$ cat config.mk
export PLATFORM = sky130hd
export DESIGN_NAME = sync_fifo_v2
export DESIGN_NICKNAME = d
export VERILOG_FILES = /design/src/rtl/sync_fifo_v2.sv
export SDC_FILE = /design/constraint.sdc
export NUM_CORES = 1
export LEC_CHECK = 0
export BUFFER_PORTS_ARGS = -buffer_cell sky130_fd_sc_hd__buf_2
export CAP_MARGIN = 5
export CORE_MARGIN = 4
export CORE_UTILIZATION = 30
export DETAILED_ROUTE_END_ITERATION = 16
export PLACE_DENSITY = 0.53
export SLEW_MARGIN = 10
export SYNTH_ARGS = -nofsm -noshare
export SYNTH_HDL_FRONTEND = slang
export SYNTH_SLANG_ARGS = --single-unit
export TNS_END_PERCENT = 1
$ cat constraint.sdc
create_clock -name clk -period 3.9 [get_ports clk]
set_input_delay 0.585 -clock clk [delete_from_list [all_inputs] [get_ports clk]]
set_output_delay 0.585 -clock clk [all_outputs]
set_load 0.01 [all_outputs]
$ cat src/rtl/sync_fifo_v2.sv
// Single-clock FIFO with arbitrary depth, selectable registered or first-word-fall-through read,
// threshold flags, occupancy count, sticky error flags and synchronous flush.
module sync_fifo_v2 #(
   parameter int unsigned DATA_WIDTH = 8,
   parameter int unsigned DEPTH      = 7,
   parameter int unsigned AF_LEVEL   = 6,
   parameter int unsigned AE_LEVEL   = 1,
   parameter int unsigned FWFT       = 0
) (
   input  logic                         clk,
   input  logic                         rst_n,
   input  logic                         flush,
   input  logic                         w_en,
   input  logic [DATA_WIDTH-1:0]        data_in,
   input  logic                         r_en,
   output logic [DATA_WIDTH-1:0]        data_out,
   output logic                         full,
   output logic                         empty,
   output logic                         almost_full,
   output logic                         almost_empty,
   output logic [$clog2(DEPTH+1)-1:0]   count,
   output logic                         overflow,
   output logic                         underflow
);

   localparam int unsigned PW = (DEPTH > 1) ? $clog2(DEPTH) : 1;
   localparam int unsigned CW = $clog2(DEPTH + 1);

   logic [DATA_WIDTH-1:0] mem [DEPTH];

   logic [PW-1:0]         wr_ptr_q, wr_ptr_d;
   logic [PW-1:0]         rd_ptr_q, rd_ptr_d;
   logic [CW-1:0]         count_q, count_d;
   logic [DATA_WIDTH-1:0] rdata_q, rdata_d;
   logic                  overflow_q, overflow_d;
   logic                  underflow_q, underflow_d;
   logic                  wr_acc, rd_acc;

   // Explicit wrap so non-power-of-2 depths never index past the last entry.
   function automatic logic [PW-1:0] ptr_inc(input logic [PW-1:0] p);
      return (p == PW'(DEPTH - 1)) ? '0 : p + PW'(1);
   endfunction

   assign full         = (count_q == CW'(DEPTH));
   assign empty        = (count_q == '0);
   assign almost_full  = (count_q >= CW'(AF_LEVEL));
   assign almost_empty = (count_q <= CW'(AE_LEVEL));
   assign count        = count_q;
   assign overflow     = overflow_q;
   assign underflow    = underflow_q;

   assign wr_acc = w_en & ~full & ~flush;
   assign rd_acc = r_en & ~empty & ~flush;

   always_comb begin
      wr_ptr_d    = wr_ptr_q;
      rd_ptr_d    = rd_ptr_q;
      count_d     = count_q;
      rdata_d     = rdata_q;
      overflow_d  = overflow_q;
      underflow_d = underflow_q;
      if (flush) begin
         wr_ptr_d = '0;
         rd_ptr_d = '0;
         count_d  = '0;
      end else begin
         if (wr_acc) begin
            wr_ptr_d = ptr_inc(wr_ptr_q);
         end
         if (rd_acc) begin
            rd_ptr_d = ptr_inc(rd_ptr_q);
            rdata_d  = mem[rd_ptr_q];
         end
         unique case ({wr_acc, rd_acc})
            2'b10:   count_d = count_q + CW'(1);
            2'b01:   count_d = count_q - CW'(1);
            default: count_d = count_q;
         endcase
         if (w_en && full) begin
            overflow_d = 1'b1;
         end
         if (r_en && empty) begin
            underflow_d = 1'b1;
         end
      end
   end

   always_ff @(posedge clk) begin
      if (!rst_n) begin
         wr_ptr_q    <= '0;
         rd_ptr_q    <= '0;
         count_q     <= '0;
         rdata_q     <= '0;
         overflow_q  <= 1'b0;
         underflow_q <= 1'b0;
      end else begin
         wr_ptr_q    <= wr_ptr_d;
         rd_ptr_q    <= rd_ptr_d;
         count_q     <= count_d;
         rdata_q     <= rdata_d;
         overflow_q  <= overflow_d;
         underflow_q <= underflow_d;
      end
   end

   always_ff @(posedge clk) begin
      if (rst_n && wr_acc) begin
         mem[wr_ptr_q] <= data_in;
      end
   end

   // FWFT presents the head directly; forced to zero while empty so reset shows data_out=0.
   assign data_out = (FWFT != 0) ? (empty ? '0 : mem[rd_ptr_q]) : rdata_q;

endmodule

==> impl_results.md, run 1 <==
- Worst Path Required: 4.12 ns
- #FFs+latches synth: 75
- Power per cell area: 424 nW/µm²
- Post-DP HPWL: 4160 µm
- Reg area: 2060 µm²
- Vias in the first global route: 1,875
- CTS hold repair buffers: 0
- Largest net degree at the start of global routing: 27
- Status: finished clean
- Initial antenna violation count: 0
- Synth Area in Adders: 2.78%
- GPL Wtd Cong: 0.747
- RSZ-0062 raised after global routing: no
- Crit-path slowest cell: nor2_2
- Syn Nets: 235
- Period minus WS final: 2.57 ns
- Initial core utilization: 30.7%
- Simple-Gate Fraction of Synth Area: 9.36%
- DRT antenna net count: 0
- CP max FO: 12
- Worst path max stage delay: 0.43 ns
- Crit path kind: reg -> reg
- Main combinational cell family by area after synthesis: multiplexers
- Grt total ovfl: 0
- Max Cap Viol: 0
- Nets: 267
- Via-to-Cell Ratio: 4.81
- Synth Instances: 215
- Worst-Skew Late Latency: 0.35 ns
- Clock Skew: 0.00654 ns
- Antenna fix cells: 0
- Distinct cell type count after synthesis: 36
- CP endpoint kind: flop
- Compound-Gate Fraction of Synth Area: 8.93%
- Post-synthesis mux area share: 9.88%
- Max Clock Freq: 389 MHz
- Finished Layout Cells: 388
- Die H: 111 µm
- Multi-input gate area: 993 µm²
- Post-CTS setup buffer count: 0
- Num rows: 37
- Share of cells above drive strength 1: 21.8%
- Clock Sinks: 75
- Clock root buffer master: clkbuf_8
- CP Data Arrival Time: 2.78 ns
- Hold Path Class: reg -> reg
- Final slew viol count: 0
- Main flop type after synthesis: edfxtp_1
- Setup-failing EPs final: 0
- Hold Violations, Final: 0
- Hold WS: 0.467 ns
- Post-CTS sizing: 0
- Worst path bufs/invs: 2
- Setup WS post-layout: 1.33 ns
- Post-synth EDFFs: 56
- Total Routed Length: 6410 µm
- Ys Warns: 0
- Setup TNS: 0 ns
- Area Growth Syn to Fin: 14.8%
- Remaining DRCs: 0
- Post-Synth XOR/XNOR Area: 0.555%
- Num ports: 30
- Syn Std Cell Area: 3150 µm²
- Global-route usage over all layers: 10.9%
- Avg WL per Cell: 16.5 µm
- Drt pass-1 iters: 4
- Static leakage: 1.21 nW
- Clock buffer count from CTS: 9
- Clock Pin Slew Worst Setup and Hold Paths: 0.08 ns
- Die area: 12,200 µm²
- First-pass GRT wire length: 10,200 µm
- Setup slack after placement: 1.25 ns
- Ys async rst share: 0%
- Clock Path Buffers: 2
- Synthesized area per cell: 14.7 µm²
- Via count: 1,867
- Period utilization: 65.8%
- Slew @ Worst Pin: 1.06 ns
- Max_slew headroom: 29.0%
- TritonCTS clock tree: built
- Port bufs: 29
- Cell chain of the critical path: inv_1, ha_1, nand2b_1, inv_1, nor2_2, ha_1, o21ai_0, a21oi_1
- Core ar.: 10,300 µm²
- Sequential area share after synthesis: 65.4%
- H-tree Lvls: 3
- CP top delay family: simple AND/OR/NAND/NOR gates
- Max VDD drop: 204 µV
- Critical Path Start Type: flop
- Layout Utilization: 35.2%
- # fillers: 1,022
- Chip Width: 111 µm
- Initial DRC Count: 95
- Placed Cells: 372
## cell families after synthesis
family                   after synthesis
AO/OA/AOI/OAI                         43
XOR/XNOR                               2
adder cells (fa/ha/maj)                7
buffers and inverters                 18
flip-flops                            75
multiplexers                          17
AND/OR/NAND/NOR                       53
## registers in the layout, indices dropped and copies added (netlist names)
register,flops
data_out,8
mem,56
rd_ptr_q,3
overflow,1
wr_ptr_q,3
count,3
underflow,1
## layout by cell type (no fill, tap or decap), drive strengths merged
cell type,netlist,routed
or3,1,1
mux2,9,9
a311oi,8,8
nand4,1,1
a21o,1,1
o21ai,4,4
a211o,1,1
or2,1,1
a211oi,1,1
ha,7,7
nor3,4,4
edfxtp,56,56
nor2,13,13
nor2b,3,3
nand3b,2,2
or3b,1,1
a31oi,2,2
buf,5,32
inv,6,7
mux4,8,8
dfxtp,19,19
nand2b,24,24
clkinv,1,5
nand2,2,2
o21a,1,1
a21oi,16,16
nand3,1,1
bufinv,0,1
clkinvlp,0,1
xor2,2,2
clkbuf,6,9
o31ai,1,1
o211ai,8,8
## worst paths after layout
path / from / endpoint / slack, ns / depth (start not counted)
min reg2reg: underflow$_SDFFE_PN0P_ / underflow$_SDFFE_PN0P_ / 0.47 / 2
max reg2reg: count[0]$_SDFFE_PP0P_ / count[2]$_SDFFE_PP0P_ / 1.33 / 8
min: underflow$_SDFFE_PN0P_ / underflow$_SDFFE_PN0P_ / 0.47 / 2
max: count[0]$_SDFFE_PP0P_ / count[2]$_SDFFE_PP0P_ / 1.33 / 8
## per-stage QoR
step	instance area, µm²	total power [W]
2_1_floorplan	3150	0.000925
3_3_place_gp	3420	0.000956
3_5_place_dp	3420	0.000957
4_1_cts	3620	0.00156
5_1_grt	3620	0.00160
6_report	3620	0.00153
## cells in the mapped netlist (all sizes together) (2+ instances only)
cell type / count / area (µm²)
nor2: 13 / 51.3
mux4: 8 / 210
xor2: 2 / 17.5
a311oi: 8 / 70.1
a31oi: 2 / 12.5
edfxtp: 56 / 1680
o211ai: 8 / 60.1
clkbuf: 6 / 26.3
a21oi: 16 / 80.1
nor2b: 3 / 18.8
nand3b: 2 / 15.0
dfxtp: 19 / 380
inv: 6 / 22.5
nor3: 4 / 20.0
o21ai: 4 / 20.0
buf: 5 / 46.3
nand2: 2 / 7.51
ha: 7 / 87.6
mux2: 9 / 101
nand2b: 24 / 150
## tightest hold or removal path, delay by kind of cell (launching register included)
kind	cells	cell delay (ns)
compound gates	1	0.04
flops	1	0.33
simple gates	1	0.07
## per-layer routing
layer | wire (µm) | global-route usage [%] | vias to the layer above
li1 | - | - | 883
met1 | 2930 | 13.9 | 927
met2 | 3040 | 17.6 | 52
met3 | 374 | 4.33 | 5
met4 | 60 | 2.55 | 0
met5 | 0 | 0 | -
## power by group
part	switching (W)	internal [W]
sequential	0.00000639	0.000864
clock	0.000298	0.000300
combinational	0.0000426	0.0000244
## area by class of cell
class,count,share of cell area (%)
Sequential cell,75,56.9
Multi-Input combinational cell,122,27.4
Tap cell,136,4.70
Timing Repair Buffer,32,4.63
Clock buffer,9,3.42
Clock inverter,7,2.14
Inverter,7,0.726
No activity file was read; power rests on OpenSTA's default activity.
==> run 2, diff against run 1 <==
--- a/config.mk
+++ b/config.mk
@@ -5,12 +5,13 @@
 export SDC_FILE = /design/constraint.sdc
 export NUM_CORES = 1
 export LEC_CHECK = 0
+export ABC_AREA = 1
 export BUFFER_PORTS_ARGS = -buffer_cell sky130_fd_sc_hd__buf_2
 export CAP_MARGIN = 5
 export CORE_MARGIN = 4
 export CORE_UTILIZATION = 30
 export DETAILED_ROUTE_END_ITERATION = 16
-export PLACE_DENSITY = 0.53
+export PLACE_DENSITY = 0.55
 export SLEW_MARGIN = 10
 export SYNTH_ARGS = -nofsm -noshare
 export SYNTH_HDL_FRONTEND = slang
==> constraint.sdc (replaced) <==
create_clock -name clk -period 2.3 [get_ports clk]
set_input_delay 0.345 -clock clk [delete_from_list [all_inputs] [get_ports clk]]
set_output_delay 0.345 -clock clk [all_outputs]
set_load 0.01 [all_outputs]
==> impl_results.md, run 2 <==
- Status: finished clean
- Worst Path Required: 2.57 ns (-1.55 ns)
- Num ports: 30 (unchanged)
- CP endpoint kind: flop
- Finished Layout Cells: 505 (+30%)
- Post-CTS sizing: 0 (unchanged)
- Avg WL per Cell: 13.7 µm (-17%)
- Setup-failing EPs final: 0 (unchanged)
- Post-synth EDFFs: 56 (unchanged)
- First-pass GRT wire length: 11,700 µm (+14%)
- Ys Warns: 0 (unchanged)
- Max VDD drop: 315 µV (+54%)
- Slew @ Worst Pin: 0.456 ns (-0.607 ns)
- Main flop type after synthesis: edfxtp_1
- Post-Synth XOR/XNOR Area: 0.269% (-0.29 points)
- Vias in the first global route: 2,297 (+23%)
- Area leader, netlist: edfxtp_1
- Compound-Gate Fraction of Synth Area: 6.76% (-2.2 points)
- Worst path max stage delay: 0.36 ns (-0.07 ns)
- Main combinational cell family by area after synthesis: simple AND/OR/NAND/NOR gates
- Remaining DRCs: 0 (unchanged)
- Initial core utilization: 31.2% (+0.46 points)
- Setup TNS: 0 ns (unchanged)
- Initial DRC Count: 141 (+48%)
- CTS hold repair buffers: 0 (unchanged)
- GPL Wtd Cong: 0.774 (+3.7%)
- Simple-Gate Fraction of Synth Area: 19.0% (+9.6 points)
- Port bufs: 29 (unchanged)
- Synthesized area per cell: 10.0 µm² (-32%)
- Clock buffer count from CTS: 9 (unchanged)
- Synth Area in Adders: 2.69% (-0.090 points)
- Global-route usage over all layers: 11.8% (+0.82 points)
- Core ar.: 10,500 µm² (+1.8%)
- Multi-input gate area: 942 µm² (-5.2%)
- RSZ-0062 raised after global routing: no
- CP Data Arrival Time: 2.27 ns (-0.51 ns)
- Post-CTS setup buffer count: 0 (unchanged)
- Period minus WS final: 2.00 ns (-0.569 ns)
- Total Routed Length: 6900 µm (+7.6%)
- Area Growth Syn to Fin: 13.7%
- Clock Sinks: 75 (unchanged)
- Post-synthesis mux area share: 0% (-9.9 points)
- Antenna fix cells: 0 (unchanged)
- TritonCTS clock tree: built
- Setup WS post-layout: 0.301 ns (-1.03 ns)
- Initial antenna violation count: 0 (unchanged)
- Biggest register: mem
- Num rows: 37 (unchanged)
- Grt total ovfl: 0 (unchanged)
- Max reg flops: 56 (unchanged)
- Distinct cell type count after synthesis: 25 (-31%)
- Crit path kind: reg -> reg
- Synth Instances: 325 (+51%)
- Max_slew headroom: 69.6% (+41 points)
- Crit-path slowest cell: ha_1
- Final Cell Area: 3710 µm² (+2.3%)
- Power per cell area: 663 nW/µm² (+56%)
- Largest net degree at the start of global routing: 27 (unchanged)
- Final slew viol count: 0 (unchanged)
- Most common cell after layout, fill and taps aside: nand2_1
- H-tree Lvls: 3 (unchanged)
- Syn Std Cell Area: 3260 µm² (+3.3%)
- Clock Pin Slew Worst Setup and Hold Paths: 0.08 ns (about the same)
- CP max FO: 6 (-6)
- # fillers: 1,086 (+6.3%)
- Worst-Skew Late Latency: 0.34 ns (about the same)
- Chip Width: 112 µm (+1.5%)
- Synth top area share: 51.6% (-1.7 points)
- Grt met1 use: 14.1% (+0.27 points)
- Drt pass-1 iters: 6 (+2)
- Clock Path Buffers: 2 (unchanged)
- Most frequent cells in the layout: nand2_1 (86), edfxtp_1 (56), inv_1 (34), buf_2 (29), nor2_1 (28)
- Cell Area, Placed: 3550 µm² (+3.9%)
- Busiest grt layer: met2
- Max Clock Freq: 500 MHz (+28%)
- Hold Path Class: in -> reg
- Synth area leaders: edfxtp_1 (52%), dfxtp_1 (12%), nand2_1 (9.9%), a21oi_1 (4.1%), inv_1 (3.9%)
- Ys async rst share: 0% (unchanged)
- Share of cells above drive strength 1: 17.9% (-3.9 points)
- Max Cap Viol: 0 (unchanged)
- Reg area: 2060 µm² (unchanged)
- Nets: 384 (+44%)
- Hold WS: 0.285 ns (-0.182 ns)
- Post-DP HPWL: 4840 µm (+16%)
- Hold Violations, Final: 0 (unchanged)
- Sequential area share after synthesis: 63.3% (-2.1 points)
- Placed Cells: 489 (+31%)
- Die H: 112 µm (+1.5%)
- Die area: 12,600 µm² (+3.1%)
- Met3 Use GR: 3.02% (-1.3 points)
- Static leakage: 1.59 nW (+31%)
- Most frequent cell after synthesis: nand2_1
- Via count: 2,180 (+17%)
- Setup slack after placement: 0.363 ns (-0.888 ns)
- Met2 usage: 20.7% (+3.1 points)
- Critical Path Start Type: flop
- Clock Skew: 0.0124 ns (+0.00584 ns)
- Cell chain of the critical path: ha_1, ha_1, inv_1, nand2_1, nor2_2, inv_1, ha_1, inv_1, o21ai_0, nand2_1, nand2_1, a21oi_1
- DRT antenna net count: 0 (unchanged)
- Period utilization: 86.9% (+21 points)
- Syn Nets: 345 (+47%)
- Clock root buffer master: clkbuf_8
- Synth cell count leaders: nand2_1 (86), edfxtp_1 (56), inv_1 (34)
- Via-to-Cell Ratio: 4.32 (-10%)
- #FFs+latches synth: 75 (unchanged)
run 2: area by class of cell:
cell class              instances  share of cell area, %
clock inverters                 4                  0.506
repair buffers                 40                   6.14
flip-flops and latches         75                   55.6
inverters                      38                   4.05
clock buffers                  12                   3.65
well taps                     136                   4.59
multi-input cells             200                   25.4
run 2: power breakdown:
part / switching (W) / internal [W] / leakage [nW] / total (W)
clock: 0.000446 / 0.000384 / 0.0816 / 0.000830
sequential: 0.0000104 / 0.00147 / 0.659 / 0.00148
combinational: 0.0000968 / 0.0000485 / 0.845 / 0.000145
total: 0.000553 / 0.00190 / 1.59 / 0.00246
run 2: worst max-delay path: cells and delay by family (launching register included):
family	cells	cell delay, ns
fa+ha+maj	3	0.79
simple gates	4	0.36
flops	1	0.35
buf+inv	3	0.25
compound gates	2	0.20
run 2: logic make-up (layout without fill, tap and decap cells):
logic type | Yosys count | in the layout
AO/OA/AOI/OAI | 43 | 43
XOR/XNOR | 1 | 1
adder cells (fa/ha/maj) | 7 | 7
buffers and inverters | 50 | 94
flip-flops | 75 | 75
AND/OR/NAND/NOR | 149 | 149
run 2: layer usage:
layer / up-vias / wire length, µm
li1: 1142 / -
met1: 995 / 3180
met2: 36 / 3400
met3: 7 / 252
met4: 0 / 65
met5: - / 0
run 2: worst paths after layout:
kind	start	to	slack, ns	depth (start not counted)
hold reg to reg	underflow$_SDFFE_PN0P_	underflow$_SDFFE_PN0P_	0.47	2
setup reg to reg	count[0]$_SDFFE_PP0P_	count[2]$_SDFFE_PP0P_	0.30	12
setup / recovery	count[0]$_SDFFE_PP0P_	count[2]$_SDFFE_PP0P_	0.30	12
hold / removal	w_en	overflow$_SDFFE_PN0P_	0.29	3
run 2: through the flow:
stage	utilization, %	total power, W
after floorplan	-	0.00160
after global placement	34.0	0.00166
after detailed placement	34.0	0.00166
after CTS	35.4	0.00248
after global routing	35.4	0.00257
final	35.4	0.00246
